## config.mk

```make
export PLATFORM = sky130hd
export DESIGN_NAME = perceptron_uart_n_flat
export DESIGN_NICKNAME = d
export VERILOG_FILES = /design/src/rtl/perceptron_pkg.sv /design/src/rtl/perceptron_uart_n_if.sv /design/src/rtl/uart_serdes.sv /design/src/rtl/perceptron_uart_n.sv /design/src/flat_wrapper.sv
export SDC_FILE = /design/constraint.sdc
export NUM_CORES = 1
export LEC_CHECK = 0
export CAP_MARGIN = 20
export CORE_ASPECT_RATIO = 1.4
export CORE_MARGIN = 5
export CORE_UTILIZATION = 50
export DETAILED_ROUTE_END_ITERATION = 8
export PLACE_DENSITY = 0.65
export SLEW_MARGIN = 10
export SYNTH_ARGS = -nofsm -noshare
export SYNTH_HDL_FRONTEND = slang
export SYNTH_SLANG_ARGS = --single-unit
```

## constraint.sdc

```tcl
create_clock -name clk -period 8.2 [get_ports clk]
set_input_delay 1.23 -clock clk [delete_from_list [all_inputs] [get_ports clk]]
set_output_delay 1.23 -clock clk [all_outputs]
set_load 0.01 [all_outputs]
```

## src/rtl/perceptron_pkg.sv

```systemverilog
// perceptron_pkg: opcodes, state encodings and saturation helper shared by the perceptron UART block
package perceptron_pkg;
  localparam logic [1:0] OP_WR_W = 2'b00;
  localparam logic [1:0] OP_WR_X = 2'b01;
  localparam logic [1:0] OP_EVAL = 2'b10;
  localparam logic [1:0] OP_TRAIN = 2'b11;
  typedef enum logic [2:0] {S_IDLE, S_GET_DATA, S_MAC, S_CMP, S_UPDATE, S_SEND} state_t;
  typedef enum logic [1:0] {RX_IDLE, RX_START, RX_DATA, RX_STOP} rx_state_t;
  function automatic int sat_to(input int width, input int value);
    int hi;
    hi = (1 << (width - 1)) - 1;
    return value > hi ? hi : value < -hi - 1 ? -hi - 1 : value;
  endfunction
endpackage

```

## src/rtl/perceptron_uart_n_if.sv

```systemverilog
// perceptron_uart_n_if: board UART pin pair between host and perceptron
interface perceptron_uart_n_if;
  logic host_tx;
  logic uart_tx;
  modport master(output host_tx, input uart_tx);
  modport slave(input host_tx, output uart_tx);
endinterface

```

## src/rtl/uart_serdes.sv

```systemverilog
// uart_serdes: 8N1 byte receiver and transmitter at CLKS_PER_BIT clocks per bit
module uart_serdes import perceptron_pkg::*; #(
  parameter int CLKS_PER_BIT = 430
) (
  input  logic       clk,
  input  logic       nRst,
  input  logic       rx,
  output logic       tx,
  output logic       rx_valid,
  output logic [7:0] rx_byte,
  input  logic       tx_start,
  input  logic [7:0] tx_byte,
  output logic       tx_busy
);
  localparam int CW = $clog2(CLKS_PER_BIT);
  localparam logic [CW-1:0] FULL = CW'(CLKS_PER_BIT - 1);
  localparam logic [CW-1:0] HALF = CW'(CLKS_PER_BIT / 2 - 1);
  rx_state_t rx_st;
  logic [2:0] sync;
  logic [CW-1:0] rc, tc;
  logic [2:0] rn;
  logic [3:0] tn;
  logic [9:0] sh;
  logic tx_act;
  always_ff @(posedge clk or negedge nRst) begin
    if (!nRst) begin
      rx_st <= RX_IDLE;
      sync <= 3'b111;
      rc <= '0;
      rn <= '0;
      rx_byte <= '0;
      rx_valid <= 1'b0;
    end else begin
      sync <= {sync[1:0], rx};
      rx_valid <= 1'b0;
      rc <= rc + 1'b1;
      case (rx_st)
        RX_IDLE: begin
          rc <= '0;
          if (sync[2] && !sync[1]) rx_st <= RX_START;
        end
        RX_START: if (rc == HALF) begin
          rc <= '0;
          rn <= '0;
          rx_st <= sync[1] ? RX_IDLE : RX_DATA;
        end
        RX_DATA: if (rc == FULL) begin
          rc <= '0;
          rx_byte <= {sync[1], rx_byte[7:1]};
          rn <= rn + 1'b1;
          if (rn == 3'd7) rx_st <= RX_STOP;
        end
        RX_STOP: if (rc == FULL) begin
          rx_st <= RX_IDLE;
          rx_valid <= sync[1];
        end
        default: rx_st <= RX_IDLE;
      endcase
    end
  end
  // ready already in the last stop-bit cycle so a queued byte follows with no gap
  assign tx_busy = tx_act && !(tc == FULL && tn == 4'd9);
  assign tx = sh[0];
  always_ff @(posedge clk or negedge nRst) begin
    if (!nRst) begin
      sh <= '1;
      tc <= '0;
      tn <= '0;
      tx_act <= 1'b0;
    end else if (tx_start && !tx_busy) begin
      sh <= {1'b1, tx_byte, 1'b0};
      tc <= '0;
      tn <= '0;
      tx_act <= 1'b1;
    end else if (tx_act) begin
      tc <= tc == FULL ? '0 : tc + 1'b1;
      if (tc == FULL) begin
        tn <= tn + 1'b1;
        sh <= {1'b1, sh[9:1]};
        tx_act <= tn != 4'd9;
      end
    end
  end
endmodule

```

## src/rtl/perceptron_uart_n.sv

```systemverilog
// perceptron_uart_n: UART-attached N-input perceptron with evaluation and online training
module perceptron_uart_n import perceptron_pkg::*; #(
  parameter int CLKS_PER_BIT = 430,
  parameter int N_INPUTS = 4,
  parameter int W = 8,
  parameter int LR_SHIFT = 2
) (
  input logic clk,
  input logic nRst,
  perceptron_uart_n_if.slave bus
);
  localparam int IW = $clog2(N_INPUTS + 1);
  localparam int AW = 2 * W + IW;
  localparam int PW = 2 * W;
  localparam logic [IW-1:0] LAST = IW'(N_INPUTS - 1);
  localparam logic [IW-1:0] NB = IW'(N_INPUTS);
  state_t state, nxt;
  logic signed [W-1:0] wt [2**IW];
  logic signed [W-1:0] x [2**IW];
  logic [1:0] op, sent, nrep;
  logic [5:0] idx;
  logic [IW-1:0] i;
  logic signed [AW-1:0] acc;
  logic signed [PW-1:0] prod;
  logic signed [W-1:0] upd;
  logic mis, rx_valid, tx_start, tx_busy, tx_load;
  logic [7:0] rx_byte, tx_byte;
  int delta;
  uart_serdes #(.CLKS_PER_BIT(CLKS_PER_BIT)) u_serdes (
    .clk(clk), .nRst(nRst), .rx(bus.host_tx), .tx(bus.uart_tx),
    .rx_valid(rx_valid), .rx_byte(rx_byte),
    .tx_start(tx_start), .tx_byte(tx_byte), .tx_busy(tx_busy)
  );
  always_ff @(posedge clk or negedge nRst) begin
    if (!nRst) state <= S_IDLE;
    else state <= nxt;
  end
  always_comb begin
    nxt = state;
    case (state)
      S_IDLE: if (rx_valid) nxt = rx_byte[7] ? S_MAC : S_GET_DATA;
      S_GET_DATA: if (rx_valid) nxt = S_IDLE;
      S_MAC: if (i == LAST) nxt = op == OP_EVAL ? S_SEND : S_CMP;
      S_CMP: nxt = S_UPDATE;
      S_UPDATE: if (i == NB) nxt = S_SEND;
      S_SEND: if (sent == nrep && !tx_busy) nxt = S_IDLE;
      default: nxt = S_IDLE;
    endcase
  end
  // slot NB of the weight array is the bias; its training step is always 1
  always_comb begin
    nrep = op == OP_EVAL ? 2'd2 : 2'd1;
    tx_start = state == S_SEND && sent != nrep;
    tx_load = tx_start && !tx_busy;
    tx_byte = op == OP_TRAIN ? {7'd0, mis} : sent == 2'd0 ? 8'(sat_to(8, int'(acc))) : {7'd0, !acc[AW-1]};
    prod = PW'(wt[i]) * PW'(x[i]);
    delta = i == NB ? 1 : int'(x[i]) >>> LR_SHIFT;
    upd = W'(sat_to(W, int'(wt[i]) + (idx[0] ? delta : -delta)));
  end
  always_ff @(posedge clk or negedge nRst) begin
    if (!nRst) begin
      for (int k = 0; k < 2**IW; k++) begin
        wt[k] <= '0;
        x[k] <= '0;
      end
      op <= '0;
      idx <= '0;
      i <= '0;
      acc <= '0;
      mis <= 1'b0;
      sent <= '0;
    end else begin
      case (state)
        S_IDLE: if (rx_valid) begin
          op <= rx_byte[7:6];
          idx <= rx_byte[5:0];
          acc <= AW'(wt[NB]);
          i <= '0;
          sent <= '0;
        end
        S_GET_DATA: if (rx_valid) begin
          if (op == OP_WR_W && idx <= 6'(N_INPUTS)) wt[idx[IW-1:0]] <= rx_byte[W-1:0];
          if (op == OP_WR_X && idx < 6'(N_INPUTS)) x[idx[IW-1:0]] <= rx_byte[W-1:0];
        end
        S_MAC: begin
          acc <= acc + AW'(prod);
          i <= i == LAST ? '0 : i + 1'b1;
        end
        S_CMP: mis <= !acc[AW-1] != idx[0];
        S_UPDATE: begin
          if (mis) wt[i] <= upd;
          i <= i + 1'b1;
        end
        S_SEND: if (tx_load) sent <= sent + 1'b1;
        default: ;
      endcase
    end
  end
endmodule

```

## src/flat_wrapper.sv

```systemverilog
// flat-port wrapper written by rule: the top's interface ports become plain ports
module perceptron_uart_n_flat import perceptron_pkg::*;
#(
  parameter int CLKS_PER_BIT = 430,
  parameter int N_INPUTS = 4,
  parameter int W = 8,
  parameter int LR_SHIFT = 2
)
  (clk, nRst, bus_host_tx, bus_uart_tx);
  perceptron_uart_n_if bus_i ();
  input logic clk;
  input logic nRst;
  input wire logic [$bits(bus_i.host_tx)-1:0] bus_host_tx;
  output wire logic [$bits(bus_i.uart_tx)-1:0] bus_uart_tx;
  assign bus_i.host_tx = bus_host_tx;
  assign bus_uart_tx = bus_i.uart_tx;
  perceptron_uart_n #(.CLKS_PER_BIT(CLKS_PER_BIT), .N_INPUTS(N_INPUTS), .W(W), .LR_SHIFT(LR_SHIFT)) u_core (.clk(clk), .nRst(nRst), .bus(bus_i));
endmodule
```

==> metrics.txt, run 1 <==
outcome completed; Via-to-Cell Ratio roughly 6.0; area leader, netlist dfrtp_1; post-synthesis sequential area ratio 0.346; Post-DP HPWL about 32 mm; Synth top area share 0.325; share of layout cells above drive strength 1 0.103; Die X 159 µm; drt pass-1 iters 5; ant diodes 0; register bit total from synthesis between 200 and 250; Core Area about 0.031 mm²; clk sinks between 200 and 250; cts hold-fix bufs 0; num ports 4; antenna-violating nets left 0; element type at the critical path end flop; CP Class flop to flop; CTS clock-pin slew for the worst setup and hold paths approximately 70 ps; initial core utilization 0.505; nets@finish approximately 1800; DRC Markers 0; final wirelength 42.6 mm; Hold Crit Depth 0; Final Hold Viols 0; initial antenna violation count 0; Synth Instances approximately 1700; # port buffers 3; CP required between 8000 and 9000 ps; PostCTS Resize Cnt 0; CTS tree done; WHS Endpoint u_core.u_serdes.sync[1]; die footprint about 0.035 mm²; yosys warns 0; Syn Std Cell Area ~0.015 mm²; routed wire length per instance between 20 and 25 µm; global-route wire length before repair a little under 70 mm; P_leak around 7.6 nW; Crit path arrival time 7990 ps; dominant cell by count in the synthesized netlist dfrtp_1; fin. max-slew vios 0; H-tree lvl count 1; setup TNS 0 ps; GP Congestion 0.899; Design Area, Final between 0.015 and 0.02 mm²; First DRT Iteration DRCs between 900 and 1000; hold path startpoint u_core.u_serdes.sync[0]; GR Overflow Total 0; EDFF count, synth 0; Die H 218 µm; pin count of the biggest net entering global routing about 110; Critical R2R Launch u_core.i[2]; clk buf depth 3; CTS Buf Count 24; Area Growth Syn to Fin 7.35%; Startpoint Class flop; top post-synthesis cells by count 201 x dfrtp_1, 195 x nand2_1, 185 x nor2_1, 135 x inv_1, 98 x a21oi_1; Min Clock Period, post-route roughly 7500 ps; pwr dens ~140 mW/mm²; Post-CTS Setup Bufs 0; measured slew at the worst slew-check pin about 1200 ps; number of max-cap violations 0; Synth Flop Type dfrtp_1; Syn Area/Cell between 9 and 10 µm²; Distinct cells, synth 80; vias in the first global route about 13000; Reg2Reg Depth 22; FFs w/ async S/R, synth 1.00; Placed Area around 0.016 mm²; final worst-path cycle share 0.918; Max transition margin 0.161; final setup violation count 0; top cells by area, synth dfrtp_1 33%, fa_1 11%, ha_1 6.6%; Hold Path Class flop to flop; fmax approximately 130 MHz; FF-to-FF End u_core.acc[18]; Tot GR Track Use 0.252; row cnt 76; root buffer cell clkbuf_16; Clk Latency, worst-skew pair 550 ps; routed via count between 10000 and 15000; worst vdd ir 185 µV; flop2flop setup slack between 600 and 700 ps; CP max FO 18; Syn Nets 1882; RSZ-0062 raised after global routing false; skew final roughly 17 ps
## power breakdown
part / leakage (nW) / switching [mW] / internal (mW) / total (mW)
Combinational: 4.26 / 0.0374 / 0.0194 / 0.0568
Sequential: 2.92 / 0.0188 / 1.06 / 1.08
Clock: 0.408 / 0.466 / 0.648 / 1.11
## cell families (layout without fill, tap and decap cells)
logic type,after synthesis,after routing,synth area share
AOI/OAI and AO/OA,422,422,0.186
xor gates and xnor gates,46,46,0.0266
adders and majority gates,167,167,0.176
buffers and inverters,256,213,0.0644
DFF,213,213,0.346
muxes,50,50,0.0362
and+or+nand+nor,558,558,0.164
## per-stage QoR
step | power [mW] | instances | util | setup slack, ps | hold slack, ps
2_1_floorplan | 1.13 | 1712 | - | 1150 | 345
3_5_place_dp | 1.16 | 2014 | 0.514 | 800 | 351
4_1_cts | 2.28 | 2058 | 0.541 | 745 | 360
3_3_place_gp | 1.16 | 2014 | 0.514 | 988 | 347
5_1_grt | 2.34 | 2059 | 0.542 | 234 | 360
6_report | 2.25 | 2059 | 0.542 | 673 | 358
## routing by layer
layer	vias up	part of all wire	global-route usage
met5	-	0	0
met4	0	0.058	0.126
li1	5828	-	-
met2	374	0.49	0.423
met1	6029	0.41	0.315
met3	136	0.048	0.0371
## state kept, by name (all words and copies together) (netlist names), 4 cells and up, named ones only
| register | cells |
|---|---|
| u_core.u_serdes.tc | 9 |
| u_core.u_serdes.sh | 9 |
| u_core.idx | 6 |
| u_core.acc | 19 |
| u_core.x | 64 |
| u_core.wt | 64 |
| u_core.u_serdes.rc | 9 |
| u_core.u_serdes.tn | 4 |
| u_core.u_serdes.rx_byte | 8 |
## cell type report
class / count / area [µm²]
inverters: 136 / 510
repair buffers: 33 / 267
flip-flops and latches: 213 / 5350
fillers: 2825 / 14000
clock buffers: 31 / 667
well taps: 390 / 488
multi-input cells: 1243 / 9160
clock inverters: 13 / 159
## cell usage in the layout (no fill, tap or decap), types with 47 or more instances in the layout
cell     count
dfrtp_1    201
nand2_1    195
nor2_1     185
inv_1      135
a21oi_1     98
fa_1        85
ha_1        82
a22oi_1     69
o21ai_0     66
mux2_2      47
## worst max-delay path by stage
stage	slack, ps	from	depth (start not counted)	to
after floorplan	1150	u_core.i[0]	22	u_core.acc[17]
after global placement	990	u_core.i[2]	22	u_core.acc[18]
after detailed placement	800	u_core.i[2]	22	u_core.acc[18]
after CTS	750	u_core.i[2]	22	u_core.acc[17]
after global routing	230	u_core.i[2]	22	u_core.acc[18]
final	670	u_core.i[2]	22	u_core.acc[18]
## worst max-delay path, cell delays in order (launching register included)
cell and delay (ps):
dfrtp_1 590, clkinv_1 280, nor3_2 630, buf_4 300
a22oi_1 80, nand4_1 90, buf_4 250, nand2_1 400
inv_1 250, fa_1 470, fa_1 540, fa_1 440
fa_1 570, fa_1 430, ha_1 310, a21oi_1 230
o21bai_1 90, a21oi_1 220, o21ai_0 210, a41oi_1 360
nor4b_1 400, nor3_1 110, nor3_1 170
No activity file was read; power rests on OpenSTA's default activity.
==> inputs of run 2 (changes only) <==
--- a/config.mk
+++ b/config.mk
@@ -14,4 +14,5 @@
 export SLEW_MARGIN = 10
 export SYNTH_ARGS = -nofsm -noshare
 export SYNTH_HDL_FRONTEND = slang
+export SYNTH_HIERARCHICAL = 1
 export SYNTH_SLANG_ARGS = --single-unit
==> run 2 against run 1 <==
  * Critical path depth unchanged
  * Utilization about the same
  * Hold slack got worse by 0.91 ps
  * Global-route usage decreased by 1.0 points
  * Power increased by 3.8%
  * Synthesized cell count decreased by 1.6%
  * Flip-flop and latch count unchanged
  * Wire length decreased by 1.4%
  * Sequential power about the same
  * Area after synthesis increased by 0.92%
  * Final cell count decreased by 1.6%
  * Critical endpoint is now u_core/acc[16]
  * Largest power group unchanged
==> metrics.txt, run 2 <==
CTS tree done; final worst-path cycle share 0.896; GP Congestion around 0.93; skew final 15.1 ps; Final Hold Viols 0; First DRT Iteration DRCs about 1300; final core occ 0.542; Synth Instances approximately 1700; Max stage delay cell, worst path nor2_1; fillers around 2800; FF-to-FF End u_core/acc[16]; Syn Nets 1855; GR Overflow Total 0; measured slew at the worst slew-check pin about 1100 ps; initial core utilization 0.506; fmax roughly 140 MHz; Syn Area/Cell roughly 9.3 µm²; vias in the first global route ~13000; Most common cell on crit path fa_1; yosys warns 6; # port buffers 3; pin count of the biggest net entering global routing 148; combinational share of power 0.028; drt pass-1 iters 5; CTS clock-pin slew for the worst setup and hold paths 70 ps; Cell Chain, Critical Path clkinv_1 > nor2_1 > buf_4 > a22oi_1 > nand4_1 > nand2_1 > inv_1 > fa_1 > fa_1 > fa_1 > fa_1 > fa_1 > ha_1 > a21oi_1 > o21bai_1 > a21oi_1 > o21ai_0 > a211oi_1 > nor2_1 > o31ai_1 > xor2_1 > o21ai_0; number of max-cap violations 0; Power Internal 1.82 mW; Via-to-Cell Ratio a little over 6; Distinct cells, synth 85; setup TNS 0 ps; Syn Std Cell Area around 0.016 mm²; P_leak slightly below 8 nW; Design Area, Final between 0.015 and 0.02 mm²; switching share of power 0.222; Synth top area share 0.322; initial antenna violation count 0; CTS Buf Count 24; flop2flop setup slack roughly 850 ps; pwr dens 140 mW/mm²; Clk Latency, worst-skew pair roughly 530 ps; post-synthesis sequential area ratio 0.343; Placed Area around 0.016 mm²; root buffer cell clkbuf_16; final wirelength around 42 mm; fin. max-slew vios 0; top cells by area, synth dfrtp_1 32%, fa_1 11%, ha_1 6.6%; Startpoint Class flop; # placed instances about 2000; CP Class flop to flop; global-route wire length before repair between 60 and 70 mm; EDFF count, synth 0; cts hold-fix bufs 0; crit path from u_core/i[2]; worst vdd ir around 180 µV; ant diodes 0; Die X roughly 160 µm; Die H about 220 µm; Post-DP HPWL around 32 mm; clk buf depth 3; area leader, netlist dfrtp_1; routed wire length per instance 20.7 µm; clk sinks approximately 210; num ports 4; FFs w/ async S/R, synth 1.00; fin cells 2027; Tot GR Track Use 0.242; routed via count 12393; top flop regs u_core/wt x64, u_core/x x64, u_core/acc x19; Synth Flop Type dfrtp_1; dominant cell by count in the synthesized netlist dfrtp_1; PostCTS Resize Cnt 0; most common cell after layout, fill and taps aside dfrtp_1; Max transition margin 0.276; die footprint roughly 0.035 mm²; Core Area a little over 0.03 mm²; Critical R2R Launch u_core/i[2]; CP max FO 11; row cnt 76; antenna-violating nets left 0; final setup violation count 0; Seq pwr share 0.467; total chip power between 2 and 2.5 mW; Reg2Reg Depth 22; DRC Markers 0; CP peak stage delay about 620 ps; CP required between 8000 and 9000 ps; Min Clock Period, post-route about 7300 ps; Worst Setup EP u_core/acc[16]; Crit path arrival time between 7000 and 8000 ps; Post-CTS Setup Bufs 0; Area Growth Syn to Fin 7.08%; nets@finish roughly 1800; commonest cells after routing, fill and taps aside 201 x dfrtp_1, 181 x o21ai_0, 152 x nand2_1; share of layout cells above drive strength 1 0.114; Hold Path Class flop to flop; top post-synthesis cells by count 201 x dfrtp_1, 181 x o21ai_0, 152 x nand2_1, 142 x inv_1, 99 x nor2_1; H-tree lvl count 1; P_sw 520 µW; RSZ-0062 raised after global routing false; clock network power share 0.506; element type at the critical path end flop; register bit total from synthesis around 210; outcome completed
==> run 2: cell types whose count changed in the layout (fill, tap and decap cells not counted), sizes merged, moves of 14 or more <==
cell     previous run  this run
a21o                6        21
a21oi             107        83
a2bb2oi            31         0
a31oi              40        17
nand2             195       152
nor2              185       101
o21ai              76       201
or2                 6        20
==> run 2: kinds of logic (layout without fill, tap and decap cells) <==
logic type,count (synthesis),count (layout),share of synthesized area
simple gates,451,451,0.143
compound gates,488,488,0.201
buf+inv,255,207,0.0647
mux,69,69,0.0503
fa+ha+maj,167,167,0.175
xor+xnor,42,42,0.0236
flops,213,213,0.343
==> run 2: area by class of cell <==
cell class | count | area, µm² | area share
Multi-Input combinational cell | 1217 | 9280 | 0.556
Sequential cell | 213 | 5350 | 0.320
Clock buffer | 30 | 653 | 0.0391
Inverter | 143 | 537 | 0.0321
Tap cell | 390 | 488 | 0.0292
Clock inverter | 14 | 225 | 0.0135
Timing Repair Buffer | 20 | 175 | 0.0105
==> run 2: worst min path at each step <==
stage,start,slack [ps],endpoint,cells after the start
2_1_floorplan,u_core/u_serdes/sync[0],350,u_core/u_serdes/sync[1],0
3_3_place_gp,u_core/u_serdes/sync[0],350,u_core/u_serdes/sync[1],0
3_5_place_dp,u_core/u_serdes/sync[0],350,u_core/u_serdes/sync[1],0
4_1_cts,u_core/u_serdes/sync[0],360,u_core/u_serdes/sync[1],0
5_1_grt,u_core/u_serdes/sync[0],370,u_core/u_serdes/sync[1],0
6_report,u_core/u_serdes/sync[0],360,u_core/u_serdes/sync[1],0
==> run 2: power by group through the flow <==
stage	clock network (mW)	logic, mW	registers, mW
2_1_floorplan	0	0.0381	1.11
3_3_place_gp	0	0.0641	1.11
3_5_place_dp	0	0.0668	1.11
4_1_cts	1.21	0.0666	1.09
5_1_grt	1.25	0.0777	1.10
6_report	1.18	0.0645	1.09
==> run 2: critical path, delay by kind of cell (launching register included) <==
kind	cells	cell delay, ps
AO/OA/AOI/OAI	8	1500
AND/OR/NAND/NOR	4	1420
buffers and inverters	3	800
XOR/XNOR	1	180
adder cells (fa/ha/maj)	6	2750
flip-flops	1	530
==> run 2: layer usage <==
layer / up-vias / wire [µm] / track usage
met5: - / 0 / 0
met4: 0 / 2300 / 0.116
met3: 122 / 1850 / 0.0218
met2: 435 / 20900 / 0.423
met1: 6059 / 17000 / 0.303
li1: 5777 / - / -
==> run 2: through the flow <==
step                worst slack [ps]  hold WS, ps
CTS                              883          360
global route                     374          368
finish                           853          357
global placement                1080          347
floorplan                       1130          345
detailed placement               899          351
